`config.mk`:
```
export PLATFORM = sky130hd
export DESIGN_NAME = board_io_ctrl
export DESIGN_NICKNAME = d
export VERILOG_FILES = /design/src/rtl/board_io_ctrl.sv
export SDC_FILE = /design/constraint.sdc
export NUM_CORES = 1
export LEC_CHECK = 0
export CAP_MARGIN = 25
export CORE_AREA = 8 8 173 175
export CTS_BUF_LIST = sky130_fd_sc_hd__clkbuf_4 sky130_fd_sc_hd__clkbuf_8
export DETAILED_ROUTE_END_ITERATION = 7
export DIE_AREA = 0 0 181 183
export PLACE_DENSITY = 0.42
export SLEW_MARGIN = 20
export SYNTH_ARGS = -nofsm -noshare
export SYNTH_HDL_FRONTEND = slang
export SYNTH_SLANG_ARGS = --single-unit
```
`constraint.sdc`:
```
create_clock -name clk -period 3.3 [get_ports clk]
set_input_delay 0.66 -clock clk [delete_from_list [all_inputs] [get_ports clk]]
set_output_delay 0.66 -clock clk [all_outputs]
set_load 0.05 [all_outputs]
```
`src/rtl/board_io_ctrl.sv`:
```
// board_io_ctrl: board-level pin conditioning between FPGA pins and the SoC GPIO.
// Active-low pushbuttons are synchronised and debounced into clean levels,
// one-cycle press pulses and sticky press events. LEDs are driven from a GPIO
// word in one of four global display modes: direct, blink, PWM-dimmed or off.
//
// Key path per channel:
//   key_raw -> 2-flop sync (reset to released) -> invert -> debounce -> stable
//   stable -> key_level (combinational copy)
//   stable rising edge -> registered key_press pulse -> sticky key_event
//
// LED path:
//   free-running blink timer and PWM counter feed a mode mux whose result is
//   registered into led_out, so any input change shows up one cycle later.
//
// There are no handshakes on this block. Every input is sampled each cycle and
// every output is a level, except key_press, which is a single-cycle strobe.
module board_io_ctrl #(
  parameter int NKEY            = 4,
  parameter int NLED            = 18,
  parameter int DEBOUNCE_CYCLES = 1000000,
  parameter int BLINK_DIV       = 12500000,
  parameter int PWM_BITS        = 8
) (
  input  logic                clk,
  input  logic                rst_n,
  input  logic [NKEY-1:0]     key_raw,
  output logic [NKEY-1:0]     key_level,
  output logic [NKEY-1:0]     key_press,
  output logic [NKEY-1:0]     key_event,
  input  logic [NKEY-1:0]     key_clr,
  input  logic [NLED-1:0]     led_data,
  input  logic [1:0]          led_mode,
  input  logic [PWM_BITS-1:0] led_duty,
  output logic [NLED-1:0]     led_out
);

  // ---------------------------------------------------------------------------
  // Local sizing
  // ---------------------------------------------------------------------------

  // Debounce counter only needs to reach DEBOUNCE_CYCLES-1.
  localparam int DB_W = (DEBOUNCE_CYCLES > 2) ? $clog2(DEBOUNCE_CYCLES) : 1;
  localparam logic [DB_W-1:0] DB_LAST = DB_W'(DEBOUNCE_CYCLES - 1);

  // Blink counter runs 0..BLINK_DIV-1; keep at least one bit for BLINK_DIV=1.
  localparam int BL_W = (BLINK_DIV > 1) ? $clog2(BLINK_DIV) : 1;
  localparam logic [BL_W-1:0] BL_LAST = BL_W'(BLINK_DIV - 1);

  // Display mode encodings on led_mode.
  localparam logic [1:0] MODE_DIRECT = 2'b00;
  localparam logic [1:0] MODE_BLINK  = 2'b01;
  localparam logic [1:0] MODE_PWM    = 2'b10;
  localparam logic [1:0] MODE_OFF    = 2'b11;

  // ---------------------------------------------------------------------------
  // Key synchroniser
  // ---------------------------------------------------------------------------

  logic [NKEY-1:0] sync_q1;
  logic [NKEY-1:0] sync_q2;
  logic [NKEY-1:0] pressed;

  // Two-flop synchroniser; both stages reset to the released (high) level so a
  // key held through reset is seen as a fresh press after reset.
  always_ff @(posedge clk or negedge rst_n) begin
    if (!rst_n) begin
      sync_q1 <= '1;
      sync_q2 <= '1;
    end else begin
      sync_q1 <= key_raw;
      sync_q2 <= sync_q1;
    end
  end

  // Pins are active-low; internally 1 means pressed.
  assign pressed = ~sync_q2;

  // ---------------------------------------------------------------------------
  // Per-channel debounce
  // ---------------------------------------------------------------------------

  logic [NKEY-1:0] stable;

  for (genvar i = 0; i < NKEY; i++) begin : g_key
    logic [DB_W-1:0] db_cnt;
    logic            stable_r;

    // Count consecutive cycles where the synchronised key differs from the
    // accepted state; any agreement (including a one-cycle bounce) restarts
    // the count, and a full window of disagreement adopts the new value.
    always_ff @(posedge clk or negedge rst_n) begin
      if (!rst_n) begin
        db_cnt   <= '0;
        stable_r <= 1'b0;
      end else if (pressed[i] == stable_r) begin
        db_cnt   <= '0;
      end else if (db_cnt == DB_LAST) begin
        db_cnt   <= '0;
        stable_r <= pressed[i];
      end else begin
        db_cnt   <= db_cnt + 1'b1;
      end
    end

    assign stable[i] = stable_r;
  end

  assign key_level = stable;

  // ---------------------------------------------------------------------------
  // Press pulse and sticky event
  // ---------------------------------------------------------------------------

  logic [NKEY-1:0] stable_q;

  // Registered rising-edge detect on the debounced level; releases are ignored.
  always_ff @(posedge clk or negedge rst_n) begin
    if (!rst_n) begin
      stable_q  <= '0;
      key_press <= '0;
    end else begin
      stable_q  <= stable;
      key_press <= stable & ~stable_q;
    end
  end

  // Sticky flag: a press in the same cycle as a clear keeps the flag set, so
  // software clearing an old event can never swallow a new one.
  always_ff @(posedge clk or negedge rst_n) begin
    if (!rst_n) begin
      key_event <= '0;
    end else begin
      key_event <= (key_event & ~key_clr) | key_press;
    end
  end

  // ---------------------------------------------------------------------------
  // Blink timer
  // ---------------------------------------------------------------------------

  logic [BL_W-1:0] blink_cnt;
  logic            blink_phase;

  // Free-running half-period timer; phase starts high so blinking LEDs begin
  // in the on half. Runs in every mode so a mode switch never restarts it.
  always_ff @(posedge clk or negedge rst_n) begin
    if (!rst_n) begin
      blink_cnt   <= '0;
      blink_phase <= 1'b1;
    end else if (blink_cnt == BL_LAST) begin
      blink_cnt   <= '0;
      blink_phase <= ~blink_phase;
    end else begin
      blink_cnt   <= blink_cnt + 1'b1;
    end
  end

  // ---------------------------------------------------------------------------
  // PWM
  // ---------------------------------------------------------------------------

  logic [PWM_BITS-1:0] pwm_cnt;
  logic                pwm_on;

  // Free-running PWM counter wrapping at 2^PWM_BITS; never realigned to duty.
  always_ff @(posedge clk or negedge rst_n) begin
    if (!rst_n) begin
      pwm_cnt <= '0;
    end else begin
      pwm_cnt <= pwm_cnt + 1'b1;
    end
  end

  // Duty 0 never lights; full-scale duty lights all but one slot per period.
  assign pwm_on = (pwm_cnt < led_duty);

  // ---------------------------------------------------------------------------
  // LED mux and output register
  // ---------------------------------------------------------------------------

  logic [NLED-1:0] led_next;

  // Select the pattern for the current display mode.
  always_comb begin
    led_next = '0;
    case (led_mode)
      MODE_DIRECT: led_next = led_data;
      MODE_BLINK:  led_next = led_data & {NLED{blink_phase}};
      MODE_PWM:    led_next = led_data & {NLED{pwm_on}};
      MODE_OFF:    led_next = '0;
      default:     led_next = '0;
    endcase
  end

  // Register the pin drive so the LED pins toggle glitch-free.
  always_ff @(posedge clk or negedge rst_n) begin
    if (!rst_n) begin
      led_out <= '0;
    end else begin
      led_out <= led_next;
    end
  end

endmodule

```
==> results of run 1 <==
-- through the flow --
step	area [um^2]	total power, uW	std cells	setup slack [ns]
after floorplan	7203	2104	696	0.9130
after global placement	8250	2240	1090	0.4999
after detailed placement	8250	2243	1090	0.3806
after CTS	8695	3855	1122	0.8513
after global routing	8698	3959	1122	0.7920
final	8701	3776	1123	0.8998
-- path summary, 6_finish.rpt --
| kind | from | to | slack, ns | cells after the start |
|---|---|---|---|---|
| hold / removal | rst_n | g_key[0].db_cnt[17]$_DFF_PN0_ | 0.22 | 1 |
| setup / recovery | led_duty[6] | led_out[12]$_DFF_PN0_ | 0.90 | 8 |
| min in group clk | sync_q1[1]$_DFF_PN1_ | sync_q2[1]$_DFF_PN1_ | 0.36 | 0 |
| setup reg to reg | g_key[2].db_cnt[12]$_DFF_PN0_ | g_key[2].db_cnt[4]$_DFF_PN0_ | 0.90 | 5 |
| max in group asynchronous | rst_n | led_out[6]$_DFF_PN0_ | 2.23 | 2 |
| hold reg to reg | sync_q1[1]$_DFF_PN1_ | sync_q2[1]$_DFF_PN1_ | 0.36 | 0 |
-- registers in the layout, indices dropped and copies added (netlist names) --
name	cells
key_event	4
key_press	4
pwm_cnt	8
stable_q	4
g_key.db_cnt	80
g_key.stable_r	4
blink_phase	1
sync_q2	4
sync_q1	4
blink_cnt	24
led_out	18
-- placed cells by master, fill, tap and decap left out, types with 6 or more instances in the layout --
| cell type | count |
|---|---|
| sky130_fd_sc_hd__or4_1 | 19 |
| sky130_fd_sc_hd__xor2_1 | 27 |
| sky130_fd_sc_hd__nor4_1 | 12 |
| sky130_fd_sc_hd__nor4b_1 | 6 |
| sky130_fd_sc_hd__inv_1 | 48 |
| sky130_fd_sc_hd__o21ai_0 | 24 |
| sky130_fd_sc_hd__a211oi_1 | 18 |
| sky130_fd_sc_hd__a21oi_1 | 38 |
| sky130_fd_sc_hd__o31ai_1 | 17 |
| sky130_fd_sc_hd__clkbuf_8 | 19 |
| sky130_fd_sc_hd__or3_1 | 27 |
| sky130_fd_sc_hd__nand3_1 | 37 |
| sky130_fd_sc_hd__dfrtp_1 | 146 |
| sky130_fd_sc_hd__nor2_1 | 64 |
| sky130_fd_sc_hd__nand2_1 | 39 |
| sky130_fd_sc_hd__ha_1 | 15 |
| sky130_fd_sc_hd__and2_1 | 6 |
| sky130_fd_sc_hd__xnor2_1 | 40 |
| sky130_fd_sc_hd__clkdlybuf4s50_1 | 66 |
| sky130_fd_sc_hd__buf_4 | 7 |
| sky130_fd_sc_hd__and4_1 | 11 |
| sky130_fd_sc_hd__nand4_1 | 17 |
| sky130_fd_sc_hd__dfstp_2 | 9 |
| sky130_fd_sc_hd__and3_1 | 8 |
-- kinds of logic (layout without fill, tap and decap cells) --
| logic type | after synthesis | in the layout |
|---|---|---|
| XOR/XNOR | 67 | 67 |
| flip-flops | 155 | 155 |
| multiplexers | 3 | 3 |
| other | 0 | 1 |
| AND/OR/NAND/NOR | 270 | 270 |
| adder cells (fa/ha/maj) | 15 | 15 |
| buffers and inverters | 75 | 155 |
| AO/OA/AOI/OAI | 111 | 111 |
-- power groups by stage --
stage | combinational, uW | clock [uW] | sequential, uW
after global placement | 250 | 0 | 1990
after global routing | 276 | 1730 | 1960
final | 246 | 1580 | 1950
after detailed placement | 254 | 0 | 1990
after floorplan | 71.2 | 0 | 2030
after CTS | 255 | 1650 | 1950
-- cell type report --
type | instances | area [um^2] | share of cell area (%)
Sequential cell | 155 | 3890 | 44.71
Multi-Input combinational cell | 466 | 3007 | 34.56
Timing Repair Buffer | 75 | 744.5 | 8.556
Tap cell | 346 | 432.9 | 4.976
Clock buffer | 21 | 276.5 | 3.178
Inverter | 48 | 180.2 | 2.071
Clock inverter | 11 | 167.7 | 1.927
Antenna cell | 1 | 2.502 | 0.02876
-- worst register-to-register path, delay by kind of cell (launching register included) --
family                 cells  cell delay [ns]
and+or+nand+nor            3             1.18
buffers and inverters      1             0.27
AOI/OAI and AO/OA          1             0.40
DFF                        1             0.44
-- layer usage --
metal | global-route usage [%] | up-vias | wire [um]
li1 | - | 2583 | -
met1 | 12.62 | 2511 | 7577
met2 | 14.27 | 102 | 6383
met3 | 3.601 | 11 | 1003
met4 | 2.919 | 0 | 166
met5 | 0 | - | 0
==> impl_metrics.py, run 1 <==
metrics = {
    "run_status": {
        "run_status": "complete, no violations",
    },
    "synth": {
        "syn_nets": 749,
        "ffs_w_async_s_r_synth_pct": 100.0,
        "postSynthCellCount": 696,
        "synth.ff_latch_count": 155,
        "ys_top_cells_by_area": "sky130_fd_sc_hd__dfrtp_1, sky130_fd_sc_hd__xnor2_1, sky130_fd_sc_hd__nor2_1",
        "synth-simple-area-share_pct": 20.69,
        "synth.cell_area_um2": 7203,
        "yosysTopAreaCellShare_pct": 50.72,
        "synth_compound_gate_area_share_pct": 9.675,
        "post_synth_most_frequent_cells": "sky130_fd_sc_hd__dfrtp_1, sky130_fd_sc_hd__nor2_1, sky130_fd_sc_hd__inv_1",
        "yosysTopAreaCell": "sky130_fd_sc_hd__dfrtp_1",
        "synth.most_common_cell": "sky130_fd_sc_hd__dfrtp_1",
        "synth_edf_count": 0,
        "largest_family_of_logic_cells_by_synthesized_area": "simple AND/OR/NAND/NOR gates",
        "ys.warnings.count": 0,
        "yosys_most_used_dff": "sky130_fd_sc_hd__dfrtp_1",
        "fraction_of_synthesized_area_in_multiplexers_pct": 0.4169,
        "mean_area_per_synthesized_cell_um2": 10.35,
        "synth_seq_area_share_pct": 54.00,
        "synth_xor_area_share_pct": 8.147,
        "synth.lib_cells_used.distinct": 44,
        "synth_adder_area_share_pct": 2.606,
    },
    "sta": {
        "totalNegativeSetupSlack_ns": 0,
        "final-hold-violation-count": 0,
        "finalWorstPathRequiredPeriod_ns": 2.400,
        "finalCritPeriodShare_pct": 72.73,
        "worst_clock_skew_ns": 0.01188,
        "maxClockFrequency_ghz": 0.4166,
        "holdWs_ns": 0.2188,
        "grt_setup_unrepaired": "false",
        "finalMaxSlewViolations": 0,
        "slew_hr_pct": 49.88,
        "tightest_slew_ns": 0.7519,
        "setup_viol": 0,
    },
    "clock_network": {
        "ctsHtreeMaxLevel": 4,
        "worst_setup_hold_path_clk_slew_ns": 0.09,
        "ctsRootBufferMaster": "sky130_fd_sc_hd__clkbuf_8",
        "cts_setup_buffers": 0,
        "cts-buffers-inserted": 17,
        "cts_hold_repair.buffers": 0,
        "tritoncts_num_sinks": 155,
        "clock_latency_ns": 0.44,
        "tritoncts": "yes",
        "clk_path_buf_depth": 2,
        "cts-resized-gates": 0,
    },
    "detailed_routing": {
        "drt_first_pass_iters": 4,
        "wl_per_cell_um": 13.47,
        "drt_iter0_markers": 250,
        "finalWirelength_um": 15130,
        "route.detailed.vias_per_inst": 4.637,
        "count_of_nets_left_with_antenna_violations_after_detail_routing": 0,
        "detailroute.via_count": 5207,
        "route.detailed.drc": 0,
    },
    "pwr": {
        "share_clk_of_total_power_pct": 41.7,
        "seq_power_share_pct": 51.7,
        "power_report.internal_total_uw": 2906,
        "max-vdd-ir-drop_mv": 0.2474,
        "combPwrFrac_pct": 6.5,
        "pwr_density_cell_nw_per_um2": 433.9,
        "switching_power_uw": 869.2,
        "switching_share_pct": 23.02,
        "power.leakage_uw": 0.003616,
    },
    "floorplan": {
        "io-pin-count": 68,
        "dieHeight_um": 183,
        "floorplan.die_area_um2": 33120,
        "die-width_um": 181,
        "initial_core_util_pct": 26.36,
        "placeableCoreArea_um2": 27320,
        "num_rows": 61,
    },
    "hold_path": {
        "min-delay-path-class": "in -> async",
    },
    "critical_path": {
        "timing.setup.critical_path_class": "in -> reg",
        "worst-endpoint-arrival_ns": 2.75,
        "maximum_single_stage_delay_on_the_critical_path_ns": 0.52,
        "critical-path-slowest-cell": "sky130_fd_sc_hd__a2111oi_0",
        "startpoint_type": "input pin",
        "critPathRequiredTime_ns": 3.65,
        "cp_num_buf_inv": 3,
        "crit_path_end_kind": "flop",
        "critical_path.cell_chain": "clkdlybuf4s50_1, inv_1, ha_1, a21o_1, a2111oi_0, a221oi_2, buf_4, a211oi_1",
        "path_max_fanout": 18,
        "worst_path_dominant_cell_family": "compound AO/OA/AOI/OAI gates",
    },
    "job": {
        "maxCapViolations": 0,
    },
    "place": {
        "finalWeightedCongestion": 0.7691,
        "place.detailed.hpwl_um": 10670,
        "port_buffers": 67,
    },
    "global_routing": {
        "grt_pass1_vias": 5322,
        "groute.usage.overall_pct": 9.533,
        "grt_max_degree": 78,
        "globalRouteOverflowTotal": 0,
        "grt_pass1_wl_um": 26450,
        "antenna_found_initial": 0,
    },
    "final_layout": {
        "layout-area-overhead-vs-synth_pct": 20.79,
        "n_fill_cell": 2822,
        "postLayoutCoreUtil_pct": 31.84,
        "proportion_of_layout_cells_with_a_drive_suffix_above_1_pct": 8.763,
        "fin_nets": 816,
    },
}
Note: power is estimated with default switching activity, not from simulation.
==> run 2: changes to the inputs <==
Settings changed: PLACE_DENSITY 0.42 to 0.44.
Clock period 3.3 ns to 2 ns, I/O delays scaled along.
==> run 2 against run 1 <==
Net effect:
- hold slack better by 0.13 ns
- utilization is 2.0 points higher
- register-to-register slack worse by 0.90 ns
- die area stayed put
- critical path depth is 3 lower
- non-clock buffer count is 49 higher
- wire length is 3.1% higher
- clock power is 85% higher
- sequential cell count stayed put
- via count is 3.2% higher
- cell area is 6.4% higher
- critical path type is now reg -> reg
- critical endpoint is now g_key[2].db_cnt[16]$_DFF_PN0_
==> impl_metrics.py, run 2 (synthesis results as in run 1) <==
metrics = {
    "critical_path": {
        "critPathRequiredTime_ns": 2.32,
        "worst_path_dominant_cell_family": "simple AND/OR/NAND/NOR gates",
        "r2r.worst_path.cells": 5,
        "path_max_fanout": 20,
        "critical-path-slowest-cell": "sky130_fd_sc_hd__or4_4",
        "worst-endpoint-arrival_ns": 2.32,
        "timing.setup.critical_path_class": "reg -> reg",
        "cp_num_buf_inv": 1,
        "maximum_single_stage_delay_on_the_critical_path_ns": 0.57,
        "flop_to_flop_setup_slack_ns": 0.0006,
        "r2r-end": "g_key[2].db_cnt[16]$_DFF_PN0_",
        "critical_path.cell_chain": "or4_4, or4_4, o21ai_4, buf_12, a21oi_1",
        "crit_path_end_kind": "flop",
        "startpoint_type": "flop",
        "crit-reg2reg-launch": "g_key[2].db_cnt[12]$_DFF_PN0_",
        "worst_path_most_repeated_cell": "sky130_fd_sc_hd__or4_4",
    },
    "pwr": {
        "power_uw": 6593,
        "max-vdd-ir-drop_mv": 0.3964,
        "power.leakage_uw": 0.004035,
        "pwr_density_cell_nw_per_um2": 712.2,
    },
    "floorplan": {
        "io-pin-count": 68,
        "die-width_um": 181,
        "placeableCoreArea_um2": 27320,
        "num_rows": 61,
        "initial_core_util_pct": 26.36,
        "floorplan.die_area_um2": 33120,
        "dieHeight_um": 183,
    },
    "detailed_routing": {
        "route.detailed.drc": 0,
        "route.detailed.vias_per_inst": 4.591,
        "drt_iter0_markers": 243,
        "detailroute.via_count": 5376,
        "wl_per_cell_um": 13.32,
        "count_of_nets_left_with_antenna_violations_after_detail_routing": 0,
        "drt_first_pass_iters": 6,
        "finalWirelength_um": 15600,
    },
    "global_routing": {
        "grt_pass1_wl_um": 26900,
        "antenna_found_initial": 1,
        "grt_pass1_vias": 5469,
        "grt_max_degree": 49,
        "groute.usage.overall_pct": 9.723,
        "globalRouteOverflowTotal": 0,
    },
    "clock_network": {
        "clock_latency_ns": 0.45,
        "worst_setup_hold_path_clk_slew_ns": 0.09,
        "ctsRootBufferMaster": "sky130_fd_sc_hd__clkbuf_8",
        "ctsHtreeMaxLevel": 4,
        "tritoncts_num_sinks": 155,
        "clk_path_buf_depth": 2,
        "cts-buffers-inserted": 17,
        "tritoncts": "yes",
    },
    "place": {
        "place.detailed.hpwl_um": 10770,
        "finalWeightedCongestion": 0.7152,
        "placement.cell_area_um2": 8682,
        "port_buffers": 67,
    },
    "sta": {
        "tightest_slew_ns": 0.5356,
        "final-hold-violation-count": 0,
        "slew_hr_pct": 64.44,
        "finalMaxSlewViolations": 0,
        "setup_viol": 0,
        "worst_clock_skew_ns": 0.01462,
        "maxClockFrequency_ghz": 0.5001,
        "grt_setup_unrepaired": "true",
        "finalCritPeriodShare_pct": 99.97,
        "finalWorstPathRequiredPeriod_ns": 1.999,
        "totalNegativeSetupSlack_ns": 0,
    },
    "final_layout": {
        "proportion_of_layout_cells_with_a_drive_suffix_above_1_pct": 15.88,
        "largestRegisters": "g_key.db_cnt (80), blink_cnt (24), led_out (18)",
        "largest_register_ffs": 80,
        "num_antenna_cells": 0,
        "layout-area-overhead-vs-synth_pct": 28.52,
        "commonest_non_fill_non_tap_cell_in_the_layout": "sky130_fd_sc_hd__dfrtp_1",
        "finish.instance_area_um2": 9258,
        "registers.top_by_ff_count": "g_key.db_cnt",
        "most-common-layout-cells": "sky130_fd_sc_hd__dfrtp_1, sky130_fd_sc_hd__nor2_1, sky130_fd_sc_hd__buf_4, sky130_fd_sc_hd__inv_1, sky130_fd_sc_hd__xnor2_1",
        "fin_nets": 865,
    },
    "job": {
        "maxCapViolations": 0,
    },
    "hold_path": {
        "min_to": "sync_q2[2]$_DFF_PN1_",
        "min-delay-path-class": "reg -> reg",
        "number_of_stages_on_the_worst_hold_path": 0,
        "timing.hold.worst.start": "sync_q1[2]$_DFF_PN1_",
    },
    "run_status": {
        "run_status": "complete, no violations",
    },
}
-- run 2: final cells by class --
cell class	count	area, um^2
clock buffer	19	261.5
clock inverter	13	239.0
fill	2799	18070
inverter	48	180.2
multi-input combinational	466	3073
sequential	155	3890
tap	346	432.9
timing repair buffer	124	1181
-- run 2: stage by stage --
stage          util [%]  setup WS [ns]  hold WS (ns)  cells
6_report          33.88      0.0005511        0.3523   1171
5_1_grt           33.88       -0.08828        0.3265   1171
4_1_cts           33.62       -0.01548        0.3191   1167
3_5_place_dp      31.77        -0.4563        0.3472   1134
3_3_place_gp      31.77        -0.3805        0.3459   1134
2_1_floorplan         -        0.05356        0.1044    696
-- run 2: metal layers --
| layer | wire length, um | global-route usage, % | vias up |
|---|---|---|---|
| li1 | - | - | 2687 |
| met1 | 7684 | 12.64 | 2598 |
| met2 | 6669 | 14.47 | 79 |
| met3 | 1069 | 4.116 | 10 |
| met4 | 157 | 3.050 | 2 |
| met5 | 13 | 0 | - |
-- run 2: power breakdown --
group          switching (uW)  internal, uW  total, uW
Combinational             271           182        453
Sequential               31.4          3190       3220
Clock                    1230          1690       2920
Total                    1530          5060       6590
-- run 2: how the worst max path moves through the flow --
stage / startpoint / end / slack (ns) / cells past startpoint
3_5_place_dp: led_duty[6] / led_out[17]$_DFF_PN0_ / -0.46 / 8
5_1_grt: g_key[2].db_cnt[12]$_DFF_PN0_ / g_key[2].db_cnt[18]$_DFF_PN0_ / -0.09 / 5
3_3_place_gp: led_duty[6] / led_out[16]$_DFF_PN0_ / -0.38 / 8
6_report: g_key[2].db_cnt[12]$_DFF_PN0_ / g_key[2].db_cnt[16]$_DFF_PN0_ / 0.0006 / 5
2_1_floorplan: led_duty[6] / led_out[10]$_DFF_PN0_ / 0.05 / 7
4_1_cts: g_key[2].db_cnt[12]$_DFF_PN0_ / g_key[2].db_cnt[18]$_DFF_PN0_ / -0.02 / 5
-- run 2: repair_timing --
item	in CTS	in global routing
endpoints found under the hold margin	34	0
endpoints found under the setup margin	63	60
setup buffers	0	4
gates resized for setup	27	9
hold buffers	1	0
pin swaps	0	1
==> run 3: changes to the inputs <==
Settings changed: CORE_AREA 8 8 173 175 to 8 8 148 205, DIE_AREA 0 0 181 183 to 0 0 156 213.
==> run 3 against run 2 <==
Net effect:
- the flow now finishes with violations (setup timing)
- sequential power about the same
- non-clock buffer count up 8
- count of clock-buffer cells in the layout unchanged
- via count about the same
- highest routed layer is now met4
==> impl_metrics.py, run 3 (synthesis results as in run 1) <==
metrics = {
    "run_status": {
        "run_status": "finished, violations left",
        "failed_checks": "setup timing",
    },
    "pwr": {
        "power.leakage_uw": 0.004014,
        "pwr_density_cell_nw_per_um2": 677.6,
        "max-vdd-ir-drop_mv": 0.4478,
    },
    "place": {
        "port_buffers": 67,
        "finalWeightedCongestion": 0.7330,
        "placement.cell_area_um2": 8710,
        "place.detailed.hpwl_um": 11300,
    },
    "critical_path": {
        "cp_num_buf_inv": 1,
        "flop_to_flop_setup_slack_ns": -0.02,
        "r2r-end": "g_key[3].db_cnt[19]$_DFF_PN0_",
        "critPathRequiredTime_ns": 2.33,
        "crit_path_end_kind": "flop",
        "path_max_fanout": 10,
        "worst_path_dominant_cell_family": "simple AND/OR/NAND/NOR gates",
        "worst-endpoint-arrival_ns": 2.35,
        "r2r.worst_path.cells": 5,
        "crit-reg2reg-launch": "g_key[3].db_cnt[6]$_DFF_PN0_",
        "timing.setup.critical_path_class": "reg -> reg",
        "startpoint_type": "flop",
        "critical-path-slowest-cell": "sky130_fd_sc_hd__or4_4",
        "maximum_single_stage_delay_on_the_critical_path_ns": 0.58,
        "critical_path.cell_chain": "or4bb_1, or4_4, o21ai_4, buf_6, a21oi_1",
    },
    "sta": {
        "maxClockFrequency_ghz": 0.4951,
        "finalCritPeriodShare_pct": 101.0,
        "holdWs_ns": 0.3359,
        "tightest_slew_ns": 0.5354,
        "slew_hr_pct": 64.45,
        "final-hold-violation-count": 0,
        "finalMaxSlewViolations": 0,
        "finalWorstPathRequiredPeriod_ns": 2.020,
        "worst_clock_skew_ns": 0.01284,
        "fin_ws_ns": -0.01975,
        "setup_viol": 17,
        "grt_setup_unrepaired": "true",
    },
    "floorplan": {
        "die-width_um": 156,
        "io-pin-count": 68,
        "placeableCoreArea_um2": 27300,
        "floorplan.die_area_um2": 33230,
        "dieHeight_um": 213,
        "initial_core_util_pct": 26.39,
        "num_rows": 72,
    },
    "global_routing": {
        "globalRouteOverflowTotal": 0,
        "grt_pass1_vias": 5624,
        "antenna_found_initial": 0,
        "grt_pass1_wl_um": 27330,
        "grt_max_degree": 57,
        "groute.usage.overall_pct": 10.24,
    },
    "final_layout": {
        "proportion_of_layout_cells_with_a_drive_suffix_above_1_pct": 17.09,
        "commonest_non_fill_non_tap_cell_in_the_layout": "sky130_fd_sc_hd__dfrtp_1",
        "num_antenna_cells": 0,
        "layout-area-overhead-vs-synth_pct": 28.56,
        "n_fill_cell": 2782,
        "multiInputGateArea_um2": 3083,
        "fin_nets": 873,
        "area.sequential_um2": 3890,
        "most-common-layout-cells": "sky130_fd_sc_hd__dfrtp_1, sky130_fd_sc_hd__buf_4, sky130_fd_sc_hd__nor2_1, sky130_fd_sc_hd__inv_1, sky130_fd_sc_hd__xnor2_1",
        "registers.top_by_ff_count": "g_key.db_cnt",
        "largestRegisters": "g_key.db_cnt (80), blink_cnt (24), led_out (18)",
        "largest_register_ffs": 80,
        "finish.instance_area_um2": 9260,
    },
    "detailed_routing": {
        "count_of_nets_left_with_antenna_violations_after_detail_routing": 0,
        "drt_iter0_markers": 214,
        "finalWirelength_um": 16060,
        "drt_first_pass_iters": 4,
        "route.detailed.drc": 0,
        "route.detailed.vias_per_inst": 4.475,
        "detailroute.via_count": 5375,
        "wl_per_cell_um": 13.37,
    },
    "job": {
        "maxCapViolations": 0,
    },
    "clock_network": {
        "tritoncts": "yes",
        "worst_setup_hold_path_clk_slew_ns": 0.09,
        "ctsRootBufferMaster": "sky130_fd_sc_hd__clkbuf_8",
        "clock_latency_ns": 0.46,
        "ctsHtreeMaxLevel": 4,
        "tritoncts_num_sinks": 155,
        "clk_path_buf_depth": 2,
        "cts-buffers-inserted": 17,
    },
    "hold_path": {
        "min-delay-path-class": "in -> reg",
        "min_to": "sync_q1[2]$_DFF_PN1_",
        "number_of_stages_on_the_worst_hold_path": 1,
        "timing.hold.worst.start": "key_raw[2]",
    },
}
-- run 3: what timing repair did --
item	4_1_cts	5_1_grt
hold buffers	1	0
pin swaps	1	4
gates cloned	0	1
endpoints found under the hold margin	24	0
buffers inserted	2	4
endpoints found under the setup margin	64	36
resized for setup	27	18
-- run 3: how the worst max path moves through the flow --
stage                             startpoint                            end  slack, ns  cells past startpoint
2_1_floorplan                    led_duty[6]          led_out[10]$_DFF_PN0_       0.05                      7
3_3_place_gp                     led_duty[6]          led_out[13]$_DFF_PN0_      -0.37                      8
3_5_place_dp                     led_duty[6]           led_out[6]$_DFF_PN0_      -0.40                      8
4_1_cts        g_key[2].db_cnt[12]$_DFF_PN0_  g_key[2].db_cnt[14]$_DFF_PN0_      -0.02                      5
5_1_grt        g_key[2].db_cnt[12]$_DFF_PN0_  g_key[2].db_cnt[18]$_DFF_PN0_      -0.08                      5
6_report        g_key[3].db_cnt[6]$_DFF_PN0_  g_key[3].db_cnt[19]$_DFF_PN0_      -0.02                      5
-- run 3: worst register-to-register path, cell delays in order, from the launching register on --
cell	delay, ns
sky130_fd_sc_hd__dfrtp_1	0.38
sky130_fd_sc_hd__or4bb_1	0.49
sky130_fd_sc_hd__or4_4	0.58
sky130_fd_sc_hd__o21ai_4	0.23
sky130_fd_sc_hd__buf_6	0.17
sky130_fd_sc_hd__a21oi_1	0.05
-- run 3: layout make-up --
class	count	share of cell area, %
timing repair buffer	132	13.11
sequential	155	42.01
tap	370	4.999
clock inverter	11	1.824
clock buffer	19	2.824
inverter	48	1.946
multi-input combinational	466	33.29
-- run 3: per-layer routing --
layer	global-route usage (%)	wire [um]	up-vias	part of all wire, %
li1	-	-	2700	-
met1	10.65	6533	2605	41
met2	19.19	8736	55	54
met3	2.552	530	15	3.3
met4	4.161	262	0	1.6
met5	0	0	-	0
-- run 3: metrics by stage --
step / cells / total power, uW / util, % / setup TNS [ns] / setup slack (ns)
floorplan: 696 / 3475 / - / 0 / 0.05356
global placement: 1163 / 3745 / 31.91 / -7.556 / -0.3681
detailed placement: 1163 / 3747 / 31.91 / -8.240 / -0.3971
CTS: 1196 / 6402 / 33.56 / -0.2292 / -0.02111
global route: 1201 / 6581 / 33.92 / -2.048 / -0.07869
finish: 1201 / 6275 / 33.92 / -0.1370 / -0.01975
-- run 3: report_power, final --
part           internal (uW)  switching [uW]  total (uW)
clock                   1410            1180        2590
sequential              3190            28.1        3210
combinational            189             277         466
